File: src/rtl/tx_resp_queue_pkg.sv
// tx_resp_queue_pkg: shared drain-FSM state encoding and timeout counter width helper
package tx_resp_queue_pkg;
    typedef enum logic [1:0] {IDLE = 2'b00, SEND = 2'b01, DRAIN = 2'b10} state_t;
    function automatic int tmr_width(input int ack_timeout);
        return $clog2(ack_timeout + 1);
    endfunction
endpackage

File: src/rtl/tx_resp_fifo_mem.sv
// tx_resp_fifo_mem: circular byte buffer with a single/dual-byte write port and a head pop.
// Ports: CLK/RST; wr_data/wr_en single-byte push; wr_word/wr_word_en LSB-first two-byte push;
// rd_en pops the head; rd_data is the head entry; count/empty/full occupancy; ovf_err dropped-push pulse.
module tx_resp_fifo_mem #(
    parameter int DATA_WIDTH = 8,
    parameter int DEPTH      = 8,
    parameter int ADDR_WIDTH = 3
) (
    input  logic                    CLK,
    input  logic                    RST,
    input  logic [DATA_WIDTH-1:0]   wr_data,
    input  logic                    wr_en,
    input  logic [2*DATA_WIDTH-1:0] wr_word,
    input  logic                    wr_word_en,
    input  logic                    rd_en,
    output logic [DATA_WIDTH-1:0]   rd_data,
    output logic [ADDR_WIDTH:0]     count,
    output logic                    empty,
    output logic                    full,
    output logic                    ovf_err
);
    localparam logic [ADDR_WIDTH:0] DEPTH_C  = (ADDR_WIDTH + 1)'(DEPTH);
    localparam logic [ADDR_WIDTH:0] WORD_MAX = (ADDR_WIDTH + 1)'(DEPTH - 2);

    logic [DATA_WIDTH-1:0] mem [DEPTH];
    logic [ADDR_WIDTH-1:0] wptr, rptr, wptr_nx;
    logic                  word_ok, byte_ok, drop;
    logic [ADDR_WIDTH:0]   push_n;

    // Space is judged on the registered count, so a same-cycle pop never makes room.
    assign word_ok = wr_word_en && (count <= WORD_MAX);
    assign byte_ok = wr_en && !wr_word_en && !full;
    assign drop    = (wr_en && (wr_word_en || full)) || (wr_word_en && !word_ok);
    assign push_n  = word_ok ? (ADDR_WIDTH + 1)'(2) : byte_ok ? (ADDR_WIDTH + 1)'(1) : '0;
    assign wptr_nx = wptr + ADDR_WIDTH'(1);
    assign empty   = (count == '0);
    assign full    = (count == DEPTH_C);
    assign rd_data = mem[rptr];

    always_ff @(posedge CLK) begin
        if (word_ok) begin
            mem[wptr]    <= wr_word[DATA_WIDTH-1:0];
            mem[wptr_nx] <= wr_word[2*DATA_WIDTH-1:DATA_WIDTH];
        end else if (byte_ok) begin
            mem[wptr] <= wr_data;
        end
    end

    always_ff @(posedge CLK or posedge RST) begin
        if (RST) begin
            wptr    <= '0;
            rptr    <= '0;
            count   <= '0;
            ovf_err <= 1'b0;
        end else begin
            wptr    <= wptr + push_n[ADDR_WIDTH-1:0];
            rptr    <= rptr + ADDR_WIDTH'(rd_en);
            count   <= count + push_n - {{ADDR_WIDTH{1'b0}}, rd_en};
            ovf_err <= drop;
        end
    end
endmodule

File: src/rtl/tx_resp_queue.sv
// tx_resp_queue: response byte queue draining into UART TX through a level valid/busy handshake.
// Ports: CLK/RST; wr_data/wr_en byte push; wr_word/wr_word_en LSB-first word push;
// tx_busy_sync synchronized UART busy; tx_p_data/tx_d_vld offered byte and level valid;
// count/empty/full occupancy; ovf_err dropped-push pulse; to_err ack-timeout discard pulse.
module tx_resp_queue
    import tx_resp_queue_pkg::*;
#(
    parameter int DATA_WIDTH  = 8,
    parameter int DEPTH       = 8,
    parameter int ADDR_WIDTH  = 3,
    parameter int ACK_TIMEOUT = 1023
) (
    input  logic                    CLK,
    input  logic                    RST,
    input  logic [DATA_WIDTH-1:0]   wr_data,
    input  logic                    wr_en,
    input  logic [2*DATA_WIDTH-1:0] wr_word,
    input  logic                    wr_word_en,
    input  logic                    tx_busy_sync,
    output logic [DATA_WIDTH-1:0]   tx_p_data,
    output logic                    tx_d_vld,
    output logic [ADDR_WIDTH:0]     count,
    output logic                    empty,
    output logic                    full,
    output logic                    ovf_err,
    output logic                    to_err
);
    localparam int TW = tmr_width(ACK_TIMEOUT);

    state_t                state_q, state_d;
    logic [TW-1:0]         tmr_q, tmr_d;
    logic [DATA_WIDTH-1:0] data_d, head;
    logic                  vld_d, to_d, pop;

    tx_resp_fifo_mem #(
        .DATA_WIDTH(DATA_WIDTH),
        .DEPTH     (DEPTH),
        .ADDR_WIDTH(ADDR_WIDTH)
    ) u_mem (
        .CLK       (CLK),
        .RST       (RST),
        .wr_data   (wr_data),
        .wr_en     (wr_en),
        .wr_word   (wr_word),
        .wr_word_en(wr_word_en),
        .rd_en     (pop),
        .rd_data   (head),
        .count     (count),
        .empty     (empty),
        .full      (full),
        .ovf_err   (ovf_err)
    );

    // The head stays in the buffer while offered; it is popped only on ack or timeout.
    always_comb begin
        state_d = state_q;
        tmr_d   = tmr_q;
        data_d  = tx_p_data;
        vld_d   = tx_d_vld;
        to_d    = 1'b0;
        pop     = 1'b0;
        case (state_q)
            IDLE: if (!empty && !tx_busy_sync) begin
                data_d  = head;
                vld_d   = 1'b1;
                tmr_d   = '0;
                state_d = SEND;
            end
            SEND: if (tx_busy_sync) begin
                vld_d   = 1'b0;
                pop     = 1'b1;
                state_d = DRAIN;
            end else if (tmr_q == TW'(ACK_TIMEOUT)) begin
                vld_d   = 1'b0;
                pop     = 1'b1;
                to_d    = 1'b1;
                state_d = IDLE;
            end else begin
                tmr_d = tmr_q + TW'(1);
            end
            DRAIN: if (!tx_busy_sync) state_d = IDLE;
            default: begin
                vld_d   = 1'b0;
                state_d = IDLE;
            end
        endcase
    end

    always_ff @(posedge CLK or posedge RST) begin
        if (RST) begin
            state_q   <= IDLE;
            tmr_q     <= '0;
            tx_p_data <= '0;
            tx_d_vld  <= 1'b0;
            to_err    <= 1'b0;
        end else begin
            state_q   <= state_d;
            tmr_q     <= tmr_d;
            tx_p_data <= data_d;
            tx_d_vld  <= vld_d;
            to_err    <= to_d;
        end
    end
endmodule

File: config.mk
export PLATFORM = sky130hd
export DESIGN_NAME = tx_resp_queue
export DESIGN_NICKNAME = d
export VERILOG_FILES = /design/src/rtl/tx_resp_queue_pkg.sv /design/src/rtl/tx_resp_fifo_mem.sv /design/src/rtl/tx_resp_queue.sv
export SDC_FILE = /design/constraint.sdc
export NUM_CORES = 1
export LEC_CHECK = 0
export BUFFER_PORTS_ARGS = -buffer_cell sky130_fd_sc_hd__buf_2
export CORE_ASPECT_RATIO = 2
export CORE_MARGIN = 2
export CORE_UTILIZATION = 54
export CTS_CLUSTER_DIAMETER = 60
export DETAILED_ROUTE_END_ITERATION = 7
export PLACE_DENSITY = 0.76
export SLEW_MARGIN = 10
export SYNTH_ARGS = -nofsm -noshare
export SYNTH_HDL_FRONTEND = slang
export SYNTH_HIERARCHICAL = 1
export SYNTH_SLANG_ARGS = --single-unit
File: constraint.sdc
create_clock -name CLK -period 2.55 [get_ports CLK]
set_input_delay 0.765 -clock CLK [delete_from_list [all_inputs] [get_ports CLK]]
set_output_delay 0.765 -clock CLK [all_outputs]
set_load 0.02 [all_outputs]
==> results.yml, run 1 <==
global_routing:
  grt_overflow: 0
  grt_pass1_wl_um: 18300
  grt_max_degree: 23
  track_usage_pct: 23.7
  grt_pass1_vias: 3366
  antenna_found_initial: 0
yosys:
  synth.top_cells.by_area: "edfxtp_1 (36%), mux2_2 (17%), dfrtp_1 (16%), mux4_2 (6.8%), ha_1 (3.1%)"
  synth_edf_count: 64
  yosysWarnings: 6
  syn_area_um2: 5320
  synth_cells: 361
  synth_area_leader_cell: "edfxtp_1"
  ys_seq_area_share_pct: 51.6
  ys_types: 49
  netlist.area_leader.share_pct: 36.1
  async_flop_share_pct: 34.0
  ys_seq_elements: 97
  ys.flop_type: "edfxtp_1"
  avgSynthCellArea_um2: 14.7
  synth_nets: 405
power:
  seq_power_share_pct: 36.7
  leakage_nw: 2.45
  power_frac_clock_pct: 19.9
  intPower_mw: 4.35
  swShare_pct: 34.2
  share_comb_of_total_power_pct: 43.4
  vdd_drop_max_mv: 0.602
  powerDensity_nw_per_um2: 1070
  switching_power_mw: 2.26
critical_path:
  startpoint_type: "flop"
  rr_worst_depth: 11
  worstSetupEndpointType: "flop"
  criticalPathCategory: "flop to flop"
  worstPathArrival_ps: 2630
  crit_required_ps: 2780
  path_max_fanout: 5
placed_design:
  hpwl_um: 8360
  placed_area_um2: 5880
  port_buffers: 45
  globalplace.congestion: 0.840
die:
  core_area_um2: 9640
  rows: 51
  die_y_um: 144
  dieArea_um2: 10700
  start_util_pct: 55.2
  die_x_um: 74.2
  pin_count: 46
clocking:
  clk_latency_ps: 340
  cts_tree: "yes"
  cts_made_buffers: 9
  clock-sinks: 97
  clkTransAtPathRegs_ps: 60
  htreeDepth: 3
  cts_root_buffer: "clkbuf_16"
  cts_buffer_depth: 2
  ctsHoldBuffers: 0
status:
  status: "finished, final reports clean"
flow_run:
  maxCapViolations: 0
timing:
  finalSetupViolations: 0
  max_freq_ghz: 0.417
  fin_tns_setup_ps: 0
  rsz0062_at_grt: "false"
  slew_viol_final: 0
  max_slew_margin_pct: 27.7
  period_share_pct: 94.0
  hold_viol_final: 0
  fin_skew_ps: 8.21
  finalCriticalPeriod_ps: 2400
  worst_pin_slew_ps: 1080
finish:
  nets: 470
  drive_above_1_share_pct: 52.0
  design_area_um2: 6190
  fillCellCount: 713
  antenna_cells: 0
  areaGrowthSynthToFinish_pct: 16.3
drt:
  drc_errors: 0
  ant_nets: 0
  wl_um: 11800
  wire_per_inst_um: 21.0
  viasPerCell: 5.85
  drt-pass1-iter-count: 4
  vias: 3296
  drt_iter0_drc: 150
hold_path:
  hold_class: "input pin to asynchronous set/reset pin"
[power by group through the flow]
stage	combinational, mW	clock (mW)	sequential (mW)
after detailed placement	2.86	0	2.45
after CTS	2.88	1.35	2.42
after global routing	3.09	1.41	2.46
after floorplan	1.92	0	2.50
after global placement	2.79	0	2.43
final	2.86	1.32	2.42
[cells in the final DEF (no fill, tap or decap), drive strengths merged]
| master | netlist | routed |
|---|---|---|
| inv | 23 | 23 |
| o21ai | 5 | 5 |
| fa | 2 | 2 |
| a211oi | 1 | 1 |
| mux2 | 88 | 88 |
| bufinv | 0 | 1 |
| dfrtp | 33 | 33 |
| and4b | 2 | 2 |
| o41ai | 2 | 2 |
| xor2 | 3 | 3 |
| nor4 | 1 | 1 |
| clkinvlp | 0 | 1 |
| a41oi | 1 | 1 |
| edfxtp | 64 | 64 |
| a21o | 2 | 2 |
| a31oi | 2 | 2 |
| a21oi | 9 | 9 |
| nand2b | 2 | 2 |
| and4 | 3 | 3 |
| mux4 | 16 | 16 |
| xnor2 | 3 | 3 |
| clkbuf | 6 | 10 |
| o22a | 6 | 6 |
| nand2 | 4 | 4 |
| and3 | 6 | 6 |
| buf | 15 | 75 |
| nor3 | 6 | 6 |
| nand3 | 8 | 8 |
| nand4 | 2 | 2 |
| nor2 | 10 | 10 |
| nand3b | 2 | 2 |
| o31ai | 12 | 12 |
| nor3b | 5 | 5 |
| a31o | 1 | 1 |
| or3 | 1 | 1 |
| or2 | 1 | 1 |
| a221o | 1 | 1 |
| ha | 13 | 13 |
| clkinv | 0 | 4 |
[routing by layer]
layer	GRT usage, %	wire [µm]	vias up
li1	-	-	1516
met1	26.6	4280	1660
met2	43.9	6820	97
met3	3.48	426	21
met4	9.00	290	2
met5	0	8	-
[metrics by stage]
stage / instances / worst slack, ps / power, mW / utilization, % / hold slack (ps)
finish: 563 / 154 / 6.60 / 64.2 / 434
global route: 563 / 5.95 / 6.96 / 64.2 / 460
CTS: 562 / 8.81 / 6.65 / 64.0 / 438
detailed placement: 546 / 27.4 / 5.31 / 61.0 / 515
global placement: 546 / 120 / 5.22 / 61.0 / 501
floorplan: 361 / 8.86 / 4.43 / - / 461
[final timing paths]
kind,start,endpoint,slack (ps)
max reg2reg,tmr_q[0],u_mem/count[1],150
max,tmr_q[0],u_mem/count[1],150
max in group asynchronous,RST,u_mem/count[2],1780
min in group CLK,tmr_q[6],tmr_q[6],530
min,RST,u_mem/wptr[1],430
min reg2reg,tmr_q[6],tmr_q[6],530
[critical path: stages, from the launching register on]
cell     delay (ps)
dfrtp_1         420
ha_2            240
nand3_1         120
nor2_2          160
nand3_2         130
a21oi_2         180
ha_1            260
inv_1            60
ha_1            150
inv_1            60
fa_1            480
inv_1            40
[cell families after synthesis]
family / share of synthesized area (%)
flops: 51.6
compound gates: 6.02
simple gates: 7.24
fa+ha+maj: 3.81
mux: 26.0
buf+inv: 4.28
xor+xnor: 0.988
[sequential cells by signal (all words and copies together), names as in the netlist]
name,flops
u_mem/mem,64
tmr_q,10
tx_p_data,8
u_mem/count,4
u_mem/rptr,3
u_mem/wptr,3
state_q,2
to_err,1
tx_d_vld,1
u_mem/ovf_err,1
[cells in the mapped netlist, types with 2 or more instances]
library cell / count
mux2_2: 79
and4_2: 2
nor3_1: 5
and3_1: 3
buf_4: 3
inv_1: 23
o21ai_1: 2
dfrtp_1: 33
nand3b_4: 2
o21ai_0: 3
a21o_1: 2
mux2_4: 9
a21oi_1: 9
nor2_1: 10
mux4_2: 16
buf_6: 6
o31ai_1: 12
a31oi_1: 2
nand2_1: 3
nand3_1: 8
nor3b_1: 4
and3_2: 3
ha_1: 13
xor2_1: 3
buf_2: 5
clkbuf_1: 6
xnor2_1: 3
o22a_2: 6
and4b_2: 2
fa_1: 2
edfxtp_1: 64
[final cells by class]
cell class	count	area [µm²]	share of cell area [%]
clock inverters	6	58.8	0.950
inverters	23	86.3	1.40
well taps	132	165	2.67
multi-input cells	220	2370	38.3
clock buffers	10	229	3.70
flip-flops and latches	97	2750	44.4
repair buffers	75	526	8.49
[timing repair]
action	in CTS	in global routing
setup endpoints to repair	0	3
buffers inserted	0	1
gates resized for setup	0	4
Note: power is estimated with default switching activity, not from simulation.
==> inputs of run 2 (changes only) <==
--- a/config.mk
+++ b/config.mk
@@ -5,13 +5,13 @@
 export SDC_FILE = /design/constraint.sdc
 export NUM_CORES = 1
 export LEC_CHECK = 0
+export ABC_AREA = 1
 export BUFFER_PORTS_ARGS = -buffer_cell sky130_fd_sc_hd__buf_2
-export CORE_ASPECT_RATIO = 2
 export CORE_MARGIN = 2
-export CORE_UTILIZATION = 54
+export CORE_UTILIZATION = 55
 export CTS_CLUSTER_DIAMETER = 60
 export DETAILED_ROUTE_END_ITERATION = 7
-export PLACE_DENSITY = 0.76
+export PLACE_DENSITY = 0.77
 export SLEW_MARGIN = 10
 export SYNTH_ARGS = -nofsm -noshare
 export SYNTH_HDL_FRONTEND = slang
==> results.yml, run 2 <==
status:
  status: "finished, final reports clean"
clocking:
  cts_tree: "yes"
  cts_made_buffers: 9
  clkTransAtPathRegs_ps: 90
  clock-sinks: 97
  clk_latency_ps: 370
  htreeDepth: 3
  ctsHoldBuffers: 0
  cts_buffer_depth: 2
  cts_root_buffer: "clkbuf_8"
timing:
  finalSetupViolations: 0
  fin_tns_setup_ps: 0
  worst_pin_slew_ps: 778
  hold_viol_final: 0
  max_slew_margin_pct: 48.1
  rsz0062_at_grt: "false"
  max_freq_ghz: 0.426
  fin_skew_ps: 11.0
  slew_viol_final: 0
  finalCriticalPeriod_ps: 2350
  fin_ws_ps: 200
  period_share_pct: 92.1
yosys:
  ys.flop_type: "edfxtp_1"
  netlist.area_leader.share_pct: 33.8
  synth_cells: 680
  yosysMostFrequentCell: "nand2_1"
  synth_nets: 724
  ys_types: 32
  syn_area_um2: 5690
  synth_common_cells: "nand2_1 (218), nand3_1 (95), nor2_1 (76)"
  async_flop_share_pct: 34.0
  avgSynthCellArea_um2: 8.37
  yosysWarnings: 6
  ys_seq_area_share_pct: 48.3
  synth_area_leader_cell: "edfxtp_1"
  ys_seq_elements: 97
  synth.top_cells.by_area: "edfxtp_1 (34%), dfrtp_1 (15%), nand2_1 (14%), nand3_1 (8.4%), nor2_1 (5.0%)"
  synth_edf_count: 64
drt:
  drc_errors: 0
  ant_nets: 0
  wl_um: 14000
  wire_per_inst_um: 16.2
  vias: 4766
  viasPerCell: 5.52
  drt-pass1-iter-count: 6
  drt_iter0_drc: 493
global_routing:
  grt_max_degree: 33
  antenna_found_initial: 0
  track_usage_pct: 26.8
  grt_pass1_wl_um: 23100
  grt_pass1_vias: 4602
  grt_overflow: 0
power:
  powerDensity_nw_per_um2: 1120
  swShare_pct: 46.1
  share_comb_of_total_power_pct: 51.2
  leakage_nw: 2.96
  power_frac_clock_pct: 12.4
  switching_power_mw: 3.24
  p_total_mw: 7.02
  seq_power_share_pct: 36.4
  intPower_mw: 3.78
  vdd_drop_max_mv: 0.779
die:
  core_area_um2: 10200
  start_util_pct: 55.9
  die_y_um: 106
  dieArea_um2: 11200
  rows: 37
  pin_count: 46
  die_x_um: 106
placed_design:
  place_ws_ps: 84.7
  globalplace.congestion: 0.927
  hpwl_um: 10200
  placed_area_um2: 6050
  port_buffers: 45
critical_path:
  rr_startpoint: "tmr_q[0]"
  crit_start: "u_mem/count[2]"
  worstSetupEndpointType: "primary output"
  worstPathArrival_ps: 1580
  criticalPathCategory: "flop to primary output"
  path_max_fanout: 10
  r2r_slack_ps: 220
  crit_required_ps: 1790
  startpoint_type: "flop"
  rr_worst_depth: 11
finish:
  final_common_cell: "nand2_1"
  areaGrowthSynthToFinish_pct: 9.72
  multi_input_area_um2: 2650
  design_area_um2: 6240
  fillCellCount: 902
  antenna_cells: 0
  drive_above_1_share_pct: 19.5
  largest_register_ffs: 64
  reg_top3: "u_mem/mem: 64 flops, tmr_q: 10 flops, tx_p_data: 8 flops"
  final_core_util_pct: 61.3
  nets: 767
  layout_common_cells: "nand2_1 (217), nand3_1 (94), nor2_1 (76)"
  largest_register: "u_mem/mem"
  regArea_um2: 2750
flow_run:
  maxCapViolations: 0
hold_path:
  hold_class: "input pin to asynchronous set/reset pin"
==> run 2: cell count changes in the layout (fill, tap and decap cells not counted), moves of 14 or more <==
cell,change
nand2_2,+14
nor2_1,+67
inv_1,+14
o21ai_0,+30
mux2_2,-71
mux4_2,-16
nand3_1,+87
nand2_1,+214
==> run 2: power by group through the flow <==
| stage | clock, mW | sequential, mW | combinational (mW) |
|---|---|---|---|
| after global routing | 0.960 | 2.61 | 4.02 |
| after detailed placement | 0 | 2.59 | 3.56 |
| after CTS | 0.884 | 2.56 | 3.56 |
| final | 0.869 | 2.56 | 3.59 |
| after global placement | 0 | 2.58 | 3.43 |
| after floorplan | 0 | 2.63 | 2.60 |
==> run 2: metrics by stage <==
step | instances | hold slack, ps
after floorplan | 680 | 461
after global placement | 846 | 451
after detailed placement | 846 | 485
after CTS | 862 | 428
after global routing | 864 | 450
final | 864 | 424
==> run 2: per-layer routing <==
metal	global-route usage [%]	part of all wire, %
met5	0	0
met1	35.3	40
met3	4.39	8.5
met2	42.9	47
met4	13.6	4.3
==> run 2: final timing paths <==
check | endpoint
setup / recovery | full
hold / removal | state_q[1]
setup reg to reg | u_mem/count[2]
hold reg to reg | tx_p_data[4]
max in group asynchronous | u_mem/rptr[1]
min in group CLK | tx_p_data[4]
==> run 2: layout make-up <==
cell class	count	share of cell area (%)
sequential	97	44.0
multi-input combinational	513	42.5
timing repair buffer	62	5.85
tap	136	2.73
inverter	40	2.45
clock buffer	13	2.22
clock inverter	3	0.281
==> run 2: cell families after synthesis <==
kind of cell,after synthesis,synth area share (%)
and+or+nand+nor,438,35.9
adders and majority gates,15,3.56
buffers and inverters,70,5.45
DFF,97,48.3
muxes,8,1.58
AOI/OAI and AO/OA,46,4.31
xor gates and xnor gates,6,0.924
==> run 2: worst max-delay path, cell delays in order (launching register included) <==
cell and delay (ps):
dfrtp_1 430, inv_1 130, ha_1 180, nand3_2 190, inv_1 120, buf_2 170
==> run 2: repair_timing <==
action | CTS | global route
hold endpoints to repair | 0 | 0
endpoints found under the setup margin | 0 | 3
resized for setup | 0 | 5
buffers inserted | 0 | 2
